$ cat src/rtl/vga_ctrl.sv
// vga_ctrl: 640x480@60 Hz VGA timing, pixel request and video gating (optional VGA_BORDER_EN white frame).
// Latency: pix_x/pix_y combinational from counters; sync/valid/frame_start registered 1 clk, rgb follows pix_data.
// Backpressure: none; free-running raster, the pattern source must answer every request one clock later.
module vga_ctrl #(
    parameter int H_SYNC   = 96,
    parameter int H_BACK   = 48,
    parameter int H_VALID  = 640,
    parameter int H_FRONT  = 16,
    parameter int V_SYNC   = 2,
    parameter int V_BACK   = 33,
    parameter int V_VALID  = 480,
    parameter int V_FRONT  = 10,
    parameter int SYNC_POL = 0
) (
    input  logic        vga_clk,
    input  logic        sys_rst_n,
    input  logic [15:0] pix_data,
    output logic [9:0]  pix_x,
    output logic [9:0]  pix_y,
    output logic        hsync,
    output logic        vsync,
    output logic        rgb_valid,
    output logic [15:0] rgb,
    output logic        frame_start
);

    localparam logic [9:0] H_LAST  = 10'(H_SYNC + H_BACK + H_VALID + H_FRONT - 1);
    localparam logic [9:0] V_LAST  = 10'(V_SYNC + V_BACK + V_VALID + V_FRONT - 1);
    localparam logic [9:0] H_BEG   = 10'(H_SYNC + H_BACK);
    localparam logic [9:0] H_END   = 10'(H_SYNC + H_BACK + H_VALID - 1);
    localparam logic [9:0] V_BEG   = 10'(V_SYNC + V_BACK);
    localparam logic [9:0] V_END   = 10'(V_SYNC + V_BACK + V_VALID - 1);
    localparam logic [9:0] H_SYNC_W = 10'(H_SYNC);
    localparam logic [9:0] V_SYNC_W = 10'(V_SYNC);
    localparam logic       SYNC_ACT = (SYNC_POL != 0);

    logic [9:0] cnt_h_q, cnt_h_d;
    logic [9:0] cnt_v_q, cnt_v_d;
    logic       in_win;
    logic       hsync_d, vsync_d, active_d, fs_d;
    logic       hsync_q, vsync_q, active_q, fs_q;

    // Raster counters: horizontal wraps every line, vertical advances on the last pixel of a line.
    always_comb begin
        cnt_h_d = (cnt_h_q == H_LAST) ? 10'd0 : cnt_h_q + 10'd1;
        cnt_v_d = cnt_v_q;
        if (cnt_h_q == H_LAST) begin
            cnt_v_d = (cnt_v_q == V_LAST) ? 10'd0 : cnt_v_q + 10'd1;
        end
    end

    // Counter state; reset restarts the raster at the top-left of the sync region.
    always_ff @(posedge vga_clk or negedge sys_rst_n) begin
        if (!sys_rst_n) begin
            cnt_h_q <= 10'd0;
            cnt_v_q <= 10'd0;
        end else begin
            cnt_h_q <= cnt_h_d;
            cnt_v_q <= cnt_v_d;
        end
    end

    // Pixel request and decode of the current raster position.
    always_comb begin
        in_win   = (cnt_h_q >= H_BEG) && (cnt_h_q <= H_END) &&
                   (cnt_v_q >= V_BEG) && (cnt_v_q <= V_END);
        pix_x    = in_win ? (cnt_h_q - H_BEG) : 10'h3FF;
        pix_y    = in_win ? (cnt_v_q - V_BEG) : 10'h3FF;
        hsync_d  = (cnt_h_q < H_SYNC_W);
        vsync_d  = (cnt_v_q < V_SYNC_W);
        active_d = in_win;
        fs_d     = (cnt_h_q == 10'd0) && (cnt_v_q == 10'd0);
    end

    // Decode stage delayed by one clock so syncs line up with the returned pix_data.
    always_ff @(posedge vga_clk or negedge sys_rst_n) begin
        if (!sys_rst_n) begin
            hsync_q  <= 1'b0;
            vsync_q  <= 1'b0;
            active_q <= 1'b0;
            fs_q     <= 1'b0;
        end else begin
            hsync_q  <= hsync_d;
            vsync_q  <= vsync_d;
            active_q <= active_d;
            fs_q     <= fs_d;
        end
    end

    assign hsync       = hsync_q ? SYNC_ACT : ~SYNC_ACT;
    assign vsync       = vsync_q ? SYNC_ACT : ~SYNC_ACT;
    assign rgb_valid   = active_q;
    assign frame_start = fs_q;

`ifdef VGA_BORDER_EN
    logic [9:0] pix_x_q, pix_y_q;
    logic       on_edge;

    // Coordinates of the pixel whose data is arriving now, for the border test.
    always_ff @(posedge vga_clk or negedge sys_rst_n) begin
        if (!sys_rst_n) begin
            pix_x_q <= 10'h3FF;
            pix_y_q <= 10'h3FF;
        end else begin
            pix_x_q <= pix_x;
            pix_y_q <= pix_y;
        end
    end

    // White outline on the outermost active pixels replaces the pattern there.
    always_comb begin
        on_edge = (pix_x_q == 10'd0) || (pix_x_q == 10'(H_VALID - 1)) ||
                  (pix_y_q == 10'd0) || (pix_y_q == 10'(V_VALID - 1));
        rgb     = 16'h0000;
        if (active_q) begin
            rgb = on_edge ? 16'hFFFF : pix_data;
        end
    end
`else
    // Blank video outside the active window.
    always_comb begin
        rgb = active_q ? pix_data : 16'h0000;
    end
`endif

endmodule

$ cat config.mk
export PLATFORM = sky130hd
export DESIGN_NAME = vga_ctrl
export DESIGN_NICKNAME = d
export VERILOG_FILES = /design/src/rtl/vga_ctrl.sv
export SDC_FILE = /design/constraint.sdc
export NUM_CORES = 1
export LEC_CHECK = 0
export CORE_ASPECT_RATIO = 0.75
export CORE_MARGIN = 4
export CORE_UTILIZATION = 40
export CTS_BUF_LIST = sky130_fd_sc_hd__clkbuf_16
export CTS_CLUSTER_DIAMETER = 100
export CTS_CLUSTER_SIZE = 30
export DETAILED_ROUTE_END_ITERATION = 10
export GPL_TIMING_DRIVEN = 0
export PLACE_DENSITY = 0.68
export SLEW_MARGIN = 20
export SYNTH_ARGS = -nofsm -noshare
export SYNTH_HDL_FRONTEND = slang
export SYNTH_SLANG_ARGS = --single-unit
$ cat constraint.sdc
create_clock -name vga_clk -period 5.3 [get_ports vga_clk]
set_input_delay 1.06 -clock vga_clk [delete_from_list [all_inputs] [get_ports vga_clk]]
set_output_delay 1.06 -clock vga_clk [all_outputs]
set_load 0.05 [all_outputs]
Yosys cells after proc, flatten, opt, wreduce, memory -nomap -nowiden. Cells that the tools add are included. W data, S select, Z words.

Input port bits: 18. Output and inout bits: 40. Flip-flop bits (word level): 24. Word-level logic and storage cells: 31.

Add/subtract/negate cells: 4. Magnitude comparators: 6. Reductions and logical operators: 6. Equal/unequal tests: 2. Muxes and demuxes: 7.

Operators with widths (number): $mux W10 (4); $add A10 B1 Y10 const B (2); $eq A10 B10 Y1 const B (2); $le A10 B10 Y1 const B (2); $logic_not A10 Y1 (2); $mux W16 (1); $ge A10 B6 Y1 const B (1); $ge A10 B8 Y1 const B (1); $lt A10 B2 Y1 const B (1); $lt A10 B7 Y1 const B (1); $sub A10 B6 Y10 const B (1); $sub A10 B8 Y10 const B (1); $logic_and A1 B1 Y1 (4); $mux W1 (2).

Depth between registers and ports, before layout. Gate-level depths: netlist of the first run.

Depth after elaboration: 5. Gate-level depth with buffers: 8.

Worst setup path before layout of the first run. No wires, ideal clock.

Path kind: flip-flop to output port. Start: reg cnt_v_q[0]. End: out pix_x[7]. Path buffers: 1. Arrival time: 2100 ps. Stages on the path, launching flop included: 7. Data required time: 4240 ps. Slack: 2140 ps. Path through: dfrtp_1 -> ha_1 -> o41ai_2 -> nor3b_2 -> a2111oi_2 -> buf_4 -> o21ai_0.

Cells in the longest elaborated chain, start to end: 4.

RTL lines: start, declared (line 38) `logic [9:0] cnt_v_q, cnt_v_d;`; start signal, assigned (line 59) `cnt_v_q <= cnt_v_d;`; $ge A10 B6 Y1 (line 66) `(cnt_v_q >= V_BEG) && (cnt_v_q <= V_END);`; $logic_and A1 B1 Y1 (line 65) `in_win = (cnt_h_q >= H_BEG) && (cnt_h_q <= H_END) &&`; $logic_and A1 B1 Y1 (*) (line 66); $mux W10 (*) (line 67) `pix_x = in_win ? (cnt_h_q - H_BEG) : 10'h3FF;`; end, declared (line 18) `output logic [9:0] pix_x,`.

Mark *: on every way between the ends. The rest lies on a longest branch, timed or not.

Final worst setup path of the first run.
Start: reg cnt_v_q[0]. End: out pix_y[9].

Cells in the longest elaborated chain, start to end: 4.

RTL lines: $ge A10 B6 Y1 (line 66); $logic_and A1 B1 Y1 (line 65); $logic_and A1 B1 Y1 (*) (line 66); via active_d (line 40) `logic hsync_d, vsync_d, active_d, fs_d;`; $mux W10 (*) (line 68) `pix_y = in_win ? (cnt_v_q - V_BEG) : 10'h3FF;`; end, declared (line 19) `output logic [9:0] pix_y,`.

The timed path passes the listed nets; every way through them passes the cells marked *.

==> results of run 1 <==
per-stage QoR:
stage | power (W) | utilization
2_1_floorplan | 0.000187 | -
3_3_place_gp | 0.000202 | 0.578
3_5_place_dp | 0.000202 | 0.577
4_1_cts | 0.000363 | 0.595
5_1_grt | 0.000373 | 0.595
6_report | 0.000359 | 0.595
path summary, 6_finish.rpt:
check	end	startpoint	slack (ps)
max reg2reg	rgb_valid	cnt_v_q[0]	3120
max in group asynchronous	rgb_valid	sys_rst_n	4130
min reg2reg	cnt_h_q[0]	cnt_h_q[0]	490
max	pix_y[9]	cnt_v_q[0]	1050
min in group asynchronous	cnt_h_q[2]	sys_rst_n	790
min	cnt_h_q[0]	cnt_h_q[0]	490
Yosys cell counts (2+ instances only):
cell / n
nand2_1: 30
dfrtp_1: 24
and2_1: 17
inv_1: 11
ha_1: 9
nor2_1: 9
xnor2_1: 9
xor2_1: 9
nand3_1: 8
nor3_1: 8
o21ai_0: 8
a21oi_1: 6
buf_2: 6
clkbuf_1: 5
nand2b_1: 5
nand4_1: 4
nor4_1: 4
and3_1: 3
or3_1: 3
a211oi_1: 2
a21o_1: 2
buf_4: 2
buf_6: 2
nor4_4: 2
cells by family (layout without fill, tap and decap cells):
family | after synthesis | count (layout) | share of synthesized area
and+or+nand+nor | 100 | 100 | 0.315
AOI/OAI and AO/OA | 28 | 28 | 0.115
buffers and inverters | 27 | 87 | 0.0746
DFF | 24 | 24 | 0.338
xor gates and xnor gates | 18 | 18 | 0.0887
adders and majority gates | 9 | 9 | 0.0633
muxes | 1 | 1 | 0.00633
routing by layer:
metal  part of all wire  global-route usage  routed length, µm
met5                  0                   0                  0
met4             0.0061              0.0237                 27
met3               0.11              0.0526                484
met2               0.41               0.257               1850
met1               0.47               0.224               2100
power by group through the flow:
| stage | logic [W] | clock network (W) | registers (W) |
|---|---|---|---|
| after floorplan | 0.00000000646 | 0 | 0.000187 |
| after global placement | 0.0000156 | 0 | 0.000187 |
| after detailed placement | 0.0000153 | 0 | 0.000187 |
| after CTS | 0.0000154 | 0.000164 | 0.000183 |
| after global routing | 0.0000165 | 0.000173 | 0.000183 |
| final | 0.0000149 | 0.000161 | 0.000183 |
sequential cells by signal, summed over array words and instances (netlist names):
register and cells:
rgb_valid 1, frame_start 1, hsync_q 1, vsync_q 1, cnt_v_q 10, cnt_h_q 10
layout make-up:
cell class,count,area [µm²]
Inverter,11,41.3
Tap cell,55,68.8
Clock buffer,3,75.1
Timing Repair Buffer,57,566
Buffer,16,91.3
Sequential cell,24,601
Multi-Input combinational cell,156,1040
Fill cell,392,1690
==> flow_metrics.tcl, run 1 <==
set metrics [dict create \
    status "finished, final reports clean" \
    maxCapViolCount 0 \
    min_path_cells 1 \
    pre_cts_slack_ps 1340 \
    clock_skew_ps 2.52 \
    nets 296 \
    slew_viol_final 0 \
    vias_per_cell 5.14 \
    htreeDepth 1 \
    ys_seq_elements 24 \
    cts.sinks 24 \
    post_dp_cell_area_um2 2410 \
    synth_area_leaders "dfrtp_1, ha_1, nand2_1" \
    drt.antenna.violating_nets 0 \
    cts_buffer_depth 2 \
    cp_slowest_cell "clkdlybuf4s50_1" \
    powerDensity_nw_per_um2 144 \
    cts_buffers 3 \
    clock.fmax_mhz 235 \
    worst_slack_ps 1050 \
    slew_headroom 0.624 \
    post-route-drc-count 0 \
    grt_util_all_layers 0.163 \
    crit_path_end_kind "output pin" \
    dieArea_um2 5590 \
    dr.pass1.iters 4 \
    cts_setup_buffers 0 \
    p_sw_w 0.0000660 \
    crit_chain "ha_1 -> o41ai_2 -> nor3b_2 -> a2111oi_2 -> buf_4 -> buf_6 -> nand2_1 -> clkdlybuf4s50_1" \
    synth_edf_count 0 \
    clk_latency_ps 250 \
    grt_pass1_vias 1521 \
    syn-cell-area_um2 1780 \
    cp_data_arrival_time_ps 3190 \
    grt_overflow 0 \
    grt_max_degree 25 \
    ff2ff_path_depth 6 \
    cts_tree "built" \
    design_area_um2 2490 \
    ir_drop_uv 144 \
    finalHoldViolCount 0 \
    clk_pin_slew_ps 60 \
    vias 1656 \
    worst_pin_slew_ps 564 \
    totalNegativeSetupSlack_ps 0 \
    core-area_um2 4180 \
    whs_ps 492 \
    wl_per_cell_um 13.8 \
    worstSetupPathType "flop to output pin" \
    layout_commonest_cell "clkdlybuf4s50_1" \
    die_y_um 65.7 \
    yosysSeqAreaShare 0.338 \
    synth_nets 234 \
    finalSetupViolCount 0 \
    layout_common_cells "clkdlybuf4s50_1, nand2_1, dfrtp_1, and2_1, inv_1" \
    cp-start-kind "flop" \
    drive_gt1_frac 0.0824 \
    crit_cells 8 \
    start_util 0.425 \
    antenna_cells 0 \
    dp_cells 319 \
    combPwrFrac 0.042 \
    area_growth_pct 39.9 \
    synth_area_per_cell_um2 8.59 \
    synth_cell_type_count 43 \
    grt_pass1_wl_um 7420 \
    leakagePower_nw 1.13 \
    min_path_type "flop to flop" \
    fin_crit_ps 4250 \
    gp_congestion 0.820 \
    rows 20 \
    routed_wirelength_um 4450 \
    finalCritPeriodShare 0.802 \
    cp_slowest_stage_delay_ps 800 \
    crit_family "buffers and inverters" \
    clockRootBuffer "clkbuf_16" \
    die_w_um 85.0 \
    ios 58 \
    ys_warn_count 0 \
    crit_required_ps 4240 \
    intPower_w 0.000293 \
    switching_share 0.184 \
    rsz0062_at_grt "false" \
    drtIter0Drc 69 \
    synthFlopType "dfrtp_1" \
    path_buf_inv 3 \
    async_reset_ff_frac 1.00 \
    cts_resized 0 \
    path_max_fanout 10 \
    synth_top_area_cell "dfrtp_1" \
    fin_cells 322 \
    pwr-share-seq 0.510 \
    port_buffers 57 \
    grt_antenna_before_repair 0 \
    pwr-share-clk 0.449 \
    synth.top_cell.area_share 0.338 \
    hpwl_um 3440 \
    hold_buffers 0 \
    synthCells 207 \
]
No activity file was read; power rests on OpenSTA's default activity.
==> inputs of run 2 (changes only) <==
Settings changed: PLACE_DENSITY 0.68 to 0.71.
Clock period 5.3 ns to 3.4 ns, I/O delays scaled along.
==> run 2 against run 1 <==
Effect of this change: design area fell by 0.80%; combinational power increased by 64%; clock-buffer cell count unchanged; hold slack got worse by 79 ps; die area stayed put; register-to-register slack got worse by 1800 ps; clock power grew 55%; clock skew grew 2.3 ps; global-route usage rose by 0.68 points; via count down 0.42%; critical path depth is the same; wire length up 1.8%.
==> flow_metrics.tcl, run 2 (synthesis gave the netlist of run 1 again) <==
set metrics [dict create \
    drt.antenna.violating_nets 0 \
    rsz0062_at_grt "true" \
    powerDensity_nw_per_um2 227 \
    cts_tree "built" \
    p_sw_w 0.000102 \
    clockRootBuffer "clkbuf_16" \
    status "finished, final reports clean" \
    dr.pass1.iters 4 \
    cp-start-kind "flop" \
    crit_required_ps 2720 \
    crit_path_end_kind "output pin" \
    layout_commonest_cell "clkdlybuf4s50_1" \
    drive_gt1_frac 0.154 \
    cts_buffers 3 \
    leakagePower_nw 1.14 \
    cp_data_arrival_time_ps 2650 \
    slew_viol_final 0 \
    finalCritPeriodShare 0.979 \
    grt_overflow 0 \
    grt_max_degree 25 \
    switching_share 0.182 \
    fin_crit_ps 3330 \
    layout_common_cells "clkdlybuf4s50_1, nand2_1, dfrtp_1, and2_1, inv_1" \
    hold_buffers 0 \
    grt_util_all_layers 0.170 \
    power_w 0.000559 \
    rows 20 \
    core-area_um2 4180 \
    finalSetupViolCount 0 \
    clock_skew_ps 4.78 \
    grt_pass1_wl_um 7620 \
    antenna_cells 0 \
    vias 1649 \
    nets 296 \
    pwr-share-seq 0.511 \
    clk_latency_ps 260 \
    cts.sinks 24 \
    worstSetupPathType "flop to output pin" \
    finalHoldViolCount 0 \
    maxCapViolCount 0 \
    drtIter0Drc 62 \
    pwr-share-clk 0.445 \
    dieArea_um2 5590 \
    cts_buffer_depth 2 \
    vias_per_cell 5.12 \
    htreeDepth 1 \
    ios 58 \
    path_max_fanout 10 \
    worst_pin_slew_ps 560 \
    slew_headroom 0.627 \
    clock.fmax_mhz 301 \
    die_y_um 65.7 \
    start_util 0.425 \
    whs_ps 413 \
    post-route-drc-count 0 \
    hpwl_um 3540 \
    min_path_type "primary input to asynchronous set/reset pin" \
    routed_wirelength_um 4530 \
    wl_per_cell_um 14.1 \
    gp_congestion 0.836 \
    die_w_um 85.0 \
    intPower_w 0.000457 \
    area_growth_pct 38.8 \
    clk_pin_slew_ps 60 \
    ir_drop_uv 218 \
    reg.largest.list "cnt_h_q (10), cnt_v_q (10)" \
    combPwrFrac 0.044 \
    port_buffers 57 \
    grt_pass1_vias 1558 \
    grt_antenna_before_repair 0 \
]
## run 2: changes by cell type in the layout (fill, tap and decap cells not counted), sizes merged
cell and delta:
clkdlybuf4s15 +9, dlygate4sd2 +2, clkdlybuf4s50 -20, clkbuf +9
## run 2: worst max-delay path, stage by stage (launching register included)
cell	delay [ps]
dfrtp_1	490
ha_1	350
o41ai_4	140
nor3b_2	190
a2111oi_2	430
buf_4	260
buf_6	150
nand2_1	50
clkdlybuf4s15_2	330
## run 2: repair_timing
item                       in CTS  in global routing
setup endpoints to repair      20                 18
resized for setup              39                 20
hold endpoints to repair        0                  0
gates cloned                    0                  0
setup buffers                   0                  0
## run 2: area by class of cell
class	instances	area, µm²
clock buffer	3	75.1
tap	55	68.8
sequential	24	601
inverter	11	41.3
timing repair buffer	57	529
fill	371	1710
buffer	16	91.3
multi-input combinational	156	1060
## run 2: routing by layer
| metal | vias up | global-route usage | share of wire |
|---|---|---|---|
| li1 | 828 | - | - |
| met1 | 747 | 0.231 | 0.46 |
| met2 | 70 | 0.269 | 0.44 |
| met3 | 4 | 0.0489 | 0.095 |
| met4 | 0 | 0.0356 | 0.0084 |
| met5 | - | 0 | 0 |
## run 2: metrics by stage
| stage | cells | setup TNS, ps | setup slack [ps] | instance area, µm² | utilization |
|---|---|---|---|---|---|
| final | 322 | 0 | 73.1 | 2470 | 0.590 |
| after global routing | 322 | -759 | -97.4 | 2470 | 0.590 |
| after CTS | 322 | 0 | 2.77 | 2500 | 0.597 |
| after detailed placement | 319 | -1420 | -149 | 2410 | 0.577 |
| after global placement | 319 | -2000 | -175 | 2420 | 0.578 |
| after floorplan | 207 | 0 | 620 | 1780 | - |
## run 2: power by group through the flow
stage               clock network [W]  registers, W      logic (W)
finish                       0.000249      0.000286      0.0000245
floorplan                           0      0.000291  0.00000000976
CTS                          0.000255      0.000286      0.0000254
global placement                    0      0.000291      0.0000259
global route                 0.000264      0.000285      0.0000269
detailed placement                  0      0.000291      0.0000254
## run 2: path summary, 6_finish.rpt
path / end / depth (start not counted) / from / slack [ps]
worst max-delay path: pix_y[6] / 8 / cnt_v_q[0] / 70
worst min-delay path: cnt_h_q[2] / 1 / sys_rst_n / 410
worst max register to register: rgb_valid / 6 / cnt_v_q[0] / 1330
worst min register to register: cnt_h_q[0] / 1 / cnt_h_q[0] / 480
max in group asynchronous: cnt_v_q[1] / 1 / sys_rst_n / 2610
min in group vga_clk: cnt_h_q[0] / 1 / cnt_h_q[0] / 480
==> inputs of run 3 (changes only) <==
Settings changed: CTS_CLUSTER_SIZE 30 to 24, HOLD_SLACK_MARGIN set to 0.15, SKIP_CTS_REPAIR_TIMING set to 1.
==> run 3 against run 2 <==
Effect of this change: global-route usage hardly changed; sequential cell count stayed put; cell count stayed put; critical path depth is 1 lower; non-clock buffer count stayed put; design area is 0.46% lower; clock power hardly changed; power hardly changed; register-to-register slack hardly changed; critical endpoint is now pix_y[1]; largest cell class unchanged.
==> flow_metrics.tcl, run 3 (synthesis gave the netlist of run 1 again) <==
set metrics [dict create \
    min_path_type "primary input to asynchronous set/reset pin" \
    finalSetupViolCount 0 \
    clock.fmax_mhz 309 \
    die_w_um 85.0 \
    grt_util_all_layers 0.170 \
    dr.pass1.iters 4 \
    antenna_cells 0 \
    switching_share 0.183 \
    totalNegativeSetupSlack_ps 0 \
    dieArea_um2 5590 \
    powerDensity_nw_per_um2 228 \
    die_y_um 65.7 \
    cts_buffer_depth 2 \
    post_dp_cell_area_um2 2410 \
    reg.largest.list "cnt_h_q (10), cnt_v_q (10)" \
    vias_per_cell 5.09 \
    drtIter0Drc 66 \
    crit_required_ps 2720 \
    ios 58 \
    fin_crit_ps 3230 \
    vias 1638 \
    cts_tree "built" \
    layout_commonest_cell "clkdlybuf4s50_1" \
    start_util 0.425 \
    gp_congestion 0.836 \
    leakagePower_nw 1.12 \
    intPower_w 0.000457 \
    clockRootBuffer "clkbuf_16" \
    grt_max_degree 25 \
    p_sw_w 0.000102 \
    cts.sinks 24 \
    finalHoldViolCount 0 \
    cp-start-kind "flop" \
    status "finished, final reports clean" \
    crit_path_end_kind "output pin" \
    pwr-share-clk 0.446 \
    clk_latency_ps 260 \
    slew_viol_final 0 \
    fill_cells 371 \
    clock_skew_ps 5.88 \
    rows 20 \
    rsz0062_at_grt "true" \
    wl_per_cell_um 14.2 \
    port_buffers 57 \
    post-route-drc-count 0 \
    grt_overflow 0 \
    grt_pass1_vias 1556 \
    ir_drop_uv 216 \
    htreeDepth 1 \
    slew_headroom 0.629 \
    maxCapViolCount 0 \
    worstSetupPathType "flop to output pin" \
    layout_common_cells "clkdlybuf4s50_1, nand2_1, dfrtp_1, and2_1, clkbuf_2" \
    grt_antenna_before_repair 0 \
    grt_pass1_wl_um 7610 \
    worst_pin_slew_ps 556 \
    finalCritPeriodShare 0.950 \
    drive_gt1_frac 0.135 \
    path_max_fanout 10 \
    clk_pin_slew_ps 60 \
    combPwrFrac 0.044 \
    cp_data_arrival_time_ps 2550 \
    pwr-share-seq 0.510 \
    cts_buffers 3 \
    nets 296 \
    drt.antenna.violating_nets 0 \
    area_growth_pct 38.1 \
    core-area_um2 4180 \
    design_area_um2 2460 \
    hpwl_um 3540 \
    routed_wirelength_um 4570 \
]
## run 3: cell types whose count changed in the layout (fill, tap and decap cells not counted)
| cell | delta |
|---|---|
| clkbuf_2 | +4 |
| dlymetal6s2s_1 | +7 |
| clkdlybuf4s15_2 | -9 |
| dlygate4sd2_1 | -2 |
## run 3: final timing paths
check | depth (start not counted) | from | endpoint | slack (ps)
max | 7 | cnt_v_q[0] | pix_y[1] | 170
min | 1 | sys_rst_n | cnt_h_q[7] | 410
max reg2reg | 6 | cnt_v_q[0] | rgb_valid | 1330
min reg2reg | 1 | cnt_h_q[0] | cnt_h_q[0] | 480
max in group asynchronous | 1 | sys_rst_n | cnt_v_q[1] | 2610
min in group vga_clk | 1 | cnt_h_q[0] | cnt_h_q[0] | 480
## run 3: cell type report
type | instances | area, µm² | area share
flip-flops and latches | 24 | 601 | 0.245
clock buffers | 3 | 75.1 | 0.0306
inverters | 11 | 41.3 | 0.0168
plain buffers | 16 | 91.3 | 0.0372
multi-input cells | 156 | 1060 | 0.432
repair buffers | 57 | 518 | 0.211
well taps | 55 | 68.8 | 0.0280
## run 3: critical path, cell delays in order (launching register included)
cell and delay (ps):
dfrtp_1 470, ha_1 330, o41ai_4 400, nor3b_2 300, a2111oi_2 100, buf_4 200, nand2b_1 80, dlymetal6s2s_1 410
## run 3: metal layers
| metal | part of all wire | global-route usage | up-vias |
|---|---|---|---|
| li1 | - | - | 826 |
| met1 | 0.46 | 0.230 | 740 |
| met2 | 0.44 | 0.269 | 70 |
| met3 | 0.088 | 0.0489 | 2 |
| met4 | 0.0066 | 0.0356 | 0 |
| met5 | 0 | 0 | - |
## run 3: metrics by stage
step | cells | hold WS [ps] | util | setup slack [ps] | power (W)
2_1_floorplan | 207 | 384 | - | 620 | 0.000291
3_3_place_gp | 319 | 479 | 0.578 | -175 | 0.000317
3_5_place_dp | 319 | 478 | 0.577 | -149 | 0.000316
4_1_cts | 322 | 425 | 0.595 | -447 | 0.000566
5_1_grt | 322 | 461 | 0.588 | -1.07 | 0.000577
6_report | 322 | 412 | 0.588 | 168 | 0.000560
## run 3: power groups by stage
stage	sequential [W]	combinational (W)	clock [W]
2_1_floorplan	0.000291	0.00000000976	0
3_3_place_gp	0.000291	0.0000259	0
3_5_place_dp	0.000291	0.0000254	0
4_1_cts	0.000286	0.0000254	0.000255
5_1_grt	0.000285	0.0000269	0.000264
6_report	0.000286	0.0000246	0.000249
==> edit (config.mk and constraints of run 3) <==
Change the parameter `H_VALID` from 640 to 320.
--- a/src/rtl/vga_ctrl.sv
+++ b/src/rtl/vga_ctrl.sv
@@ -5,5 +5,5 @@
     parameter int H_SYNC   = 96,
     parameter int H_BACK   = 48,
-    parameter int H_VALID  = 640,
+    parameter int H_VALID  = 320,
     parameter int H_FRONT  = 16,
     parameter int V_SYNC   = 2,
Function: same outputs for any inputs over 10 cycles, from zero or initial values and one cycle with sys_rst_n low; that may be too few to reach the edited logic, so the function may still have changed.
==> edit against run 3 <==
  * Combinational power is 4% lower
  * Wire length is 0.22% higher
  * First-iteration DRC count is 65% higher
  * Sequential power hardly changed
  * Sequential share of layout area is 0.67 points lower
  * Area after synthesis is 0.28% higher
  * Final area is 2.8% higher
  * Clock skew is 3.8 ps lower
  * Die area is 0.25% higher
  * Total power is 0.45% higher
  * Worst setup slack worse by 44 ps
  * Count of clock-buffer cells in the layout stayed put
  * Sequential cell count stayed put
==> edit: results (changes against run 3) <==
{| class="wikitable"
! Metric !! Value
|-
| Post-synthesis net count || 242 (+3.4%)
|-
| Instance area after placement || 2417 µm² (+0.21%)
|-
| Routed length per placed instance || 13.89 µm (-2.2%)
|-
| Syn Area/Cell || 8.293 µm² (-3.4%)
|-
| Clock group || 253 µW (+2%)
|-
| Commonest cells post-synth || nand2_1 (26), dfrtp_1 (24), and2_1 (19), nor2_1 (13), xnor2_1 (11)
|-
| Global-route track usage on met2 || 25.68% (-1.3 points)
|-
| Most area-consuming cells after synthesis || dfrtp_1 (34%), and2_1 (6.7%), ha_1 (6.3%)
|-
| Area share of buffers outside the clock network || 26.41% (+1.6 points)
|-
| Result of the run || finished, final reports clean
|-
| Proportion of cell area spent on the clock network || 2.973% (-0.083 points)
|-
| Post-route met1 wirelength || 2250 µm (+6.3%)
|-
| Maximum net fanout on the critical path || 8 (-2)
|-
| Routed length on met3 || 462 µm (+15%)
|-
| Clock skew || 2.040 ps (-3.836 ps)
|-
| Sequential cell area fraction in the yosys report || 33.68% (-0.095 points)
|-
| Via count of the first global-routing pass || 1,625 (+4.4%)
|-
| Total net switching power || 104.8 µW (+2.4%)
|-
| Total Nets Final || 304 (+2.7%)
|-
| Total area of multi-input combinational cells || 1076 µm² (+1.4%)
|-
| Worst flop-to-flop path startpoint || cnt_h_q[5]$_DFF_PN0_
|-
| Inverters excl. clock || 10 (-1)
|-
| Routability-driven placement congestion ratio || 0.8700 (+4.1%)
|-
| Netlist cell types || 42 (-2.3%)
|-
| Non-clock buffer total of the final layout || 76 (+4.1%)
|-
| Worst Max-Slew Pin Slew || 952.5 ps (+396.3 ps)
|}
edit: cell count changes after synthesis, sizes merged, moves of 3 or more:
cell           run 3  this run
nor2               9        13
clkbuf             6        10
nor3               8         4
nand2             30        26
and4               0         3
nor4               6         3
nand4              4         9
edit: logic make-up (layout without fill, tap and decap cells):
group                    count (synthesis)  in the layout  synth area share [%]
AND/OR/NAND/NOR                        106            106                 32.28
flip-flops                              24             24                 33.68
XOR/XNOR                                19             19                 9.333
buffers and inverters                   29             89                 7.369
multiplexers                             2              2                 1.123
AO/OA/AOI/OAI                           26             26                 9.895
adder cells (fa/ha/maj)                  9              9                 6.316
edit: final timing paths:
kind,end,slack [ps]
worst max-delay path,pix_y[0],120
worst min-delay path,cnt_v_q[7]$_DFFE_PN0N_,410
worst max register to register,cnt_v_q[1]$_DFFE_PN0N_,1090
worst min register to register,cnt_h_q[0]$_DFF_PN0_,520
max in group asynchronous,cnt_h_q[9]$_DFF_PN0_,2620
min in group vga_clk,cnt_h_q[0]$_DFF_PN0_,520
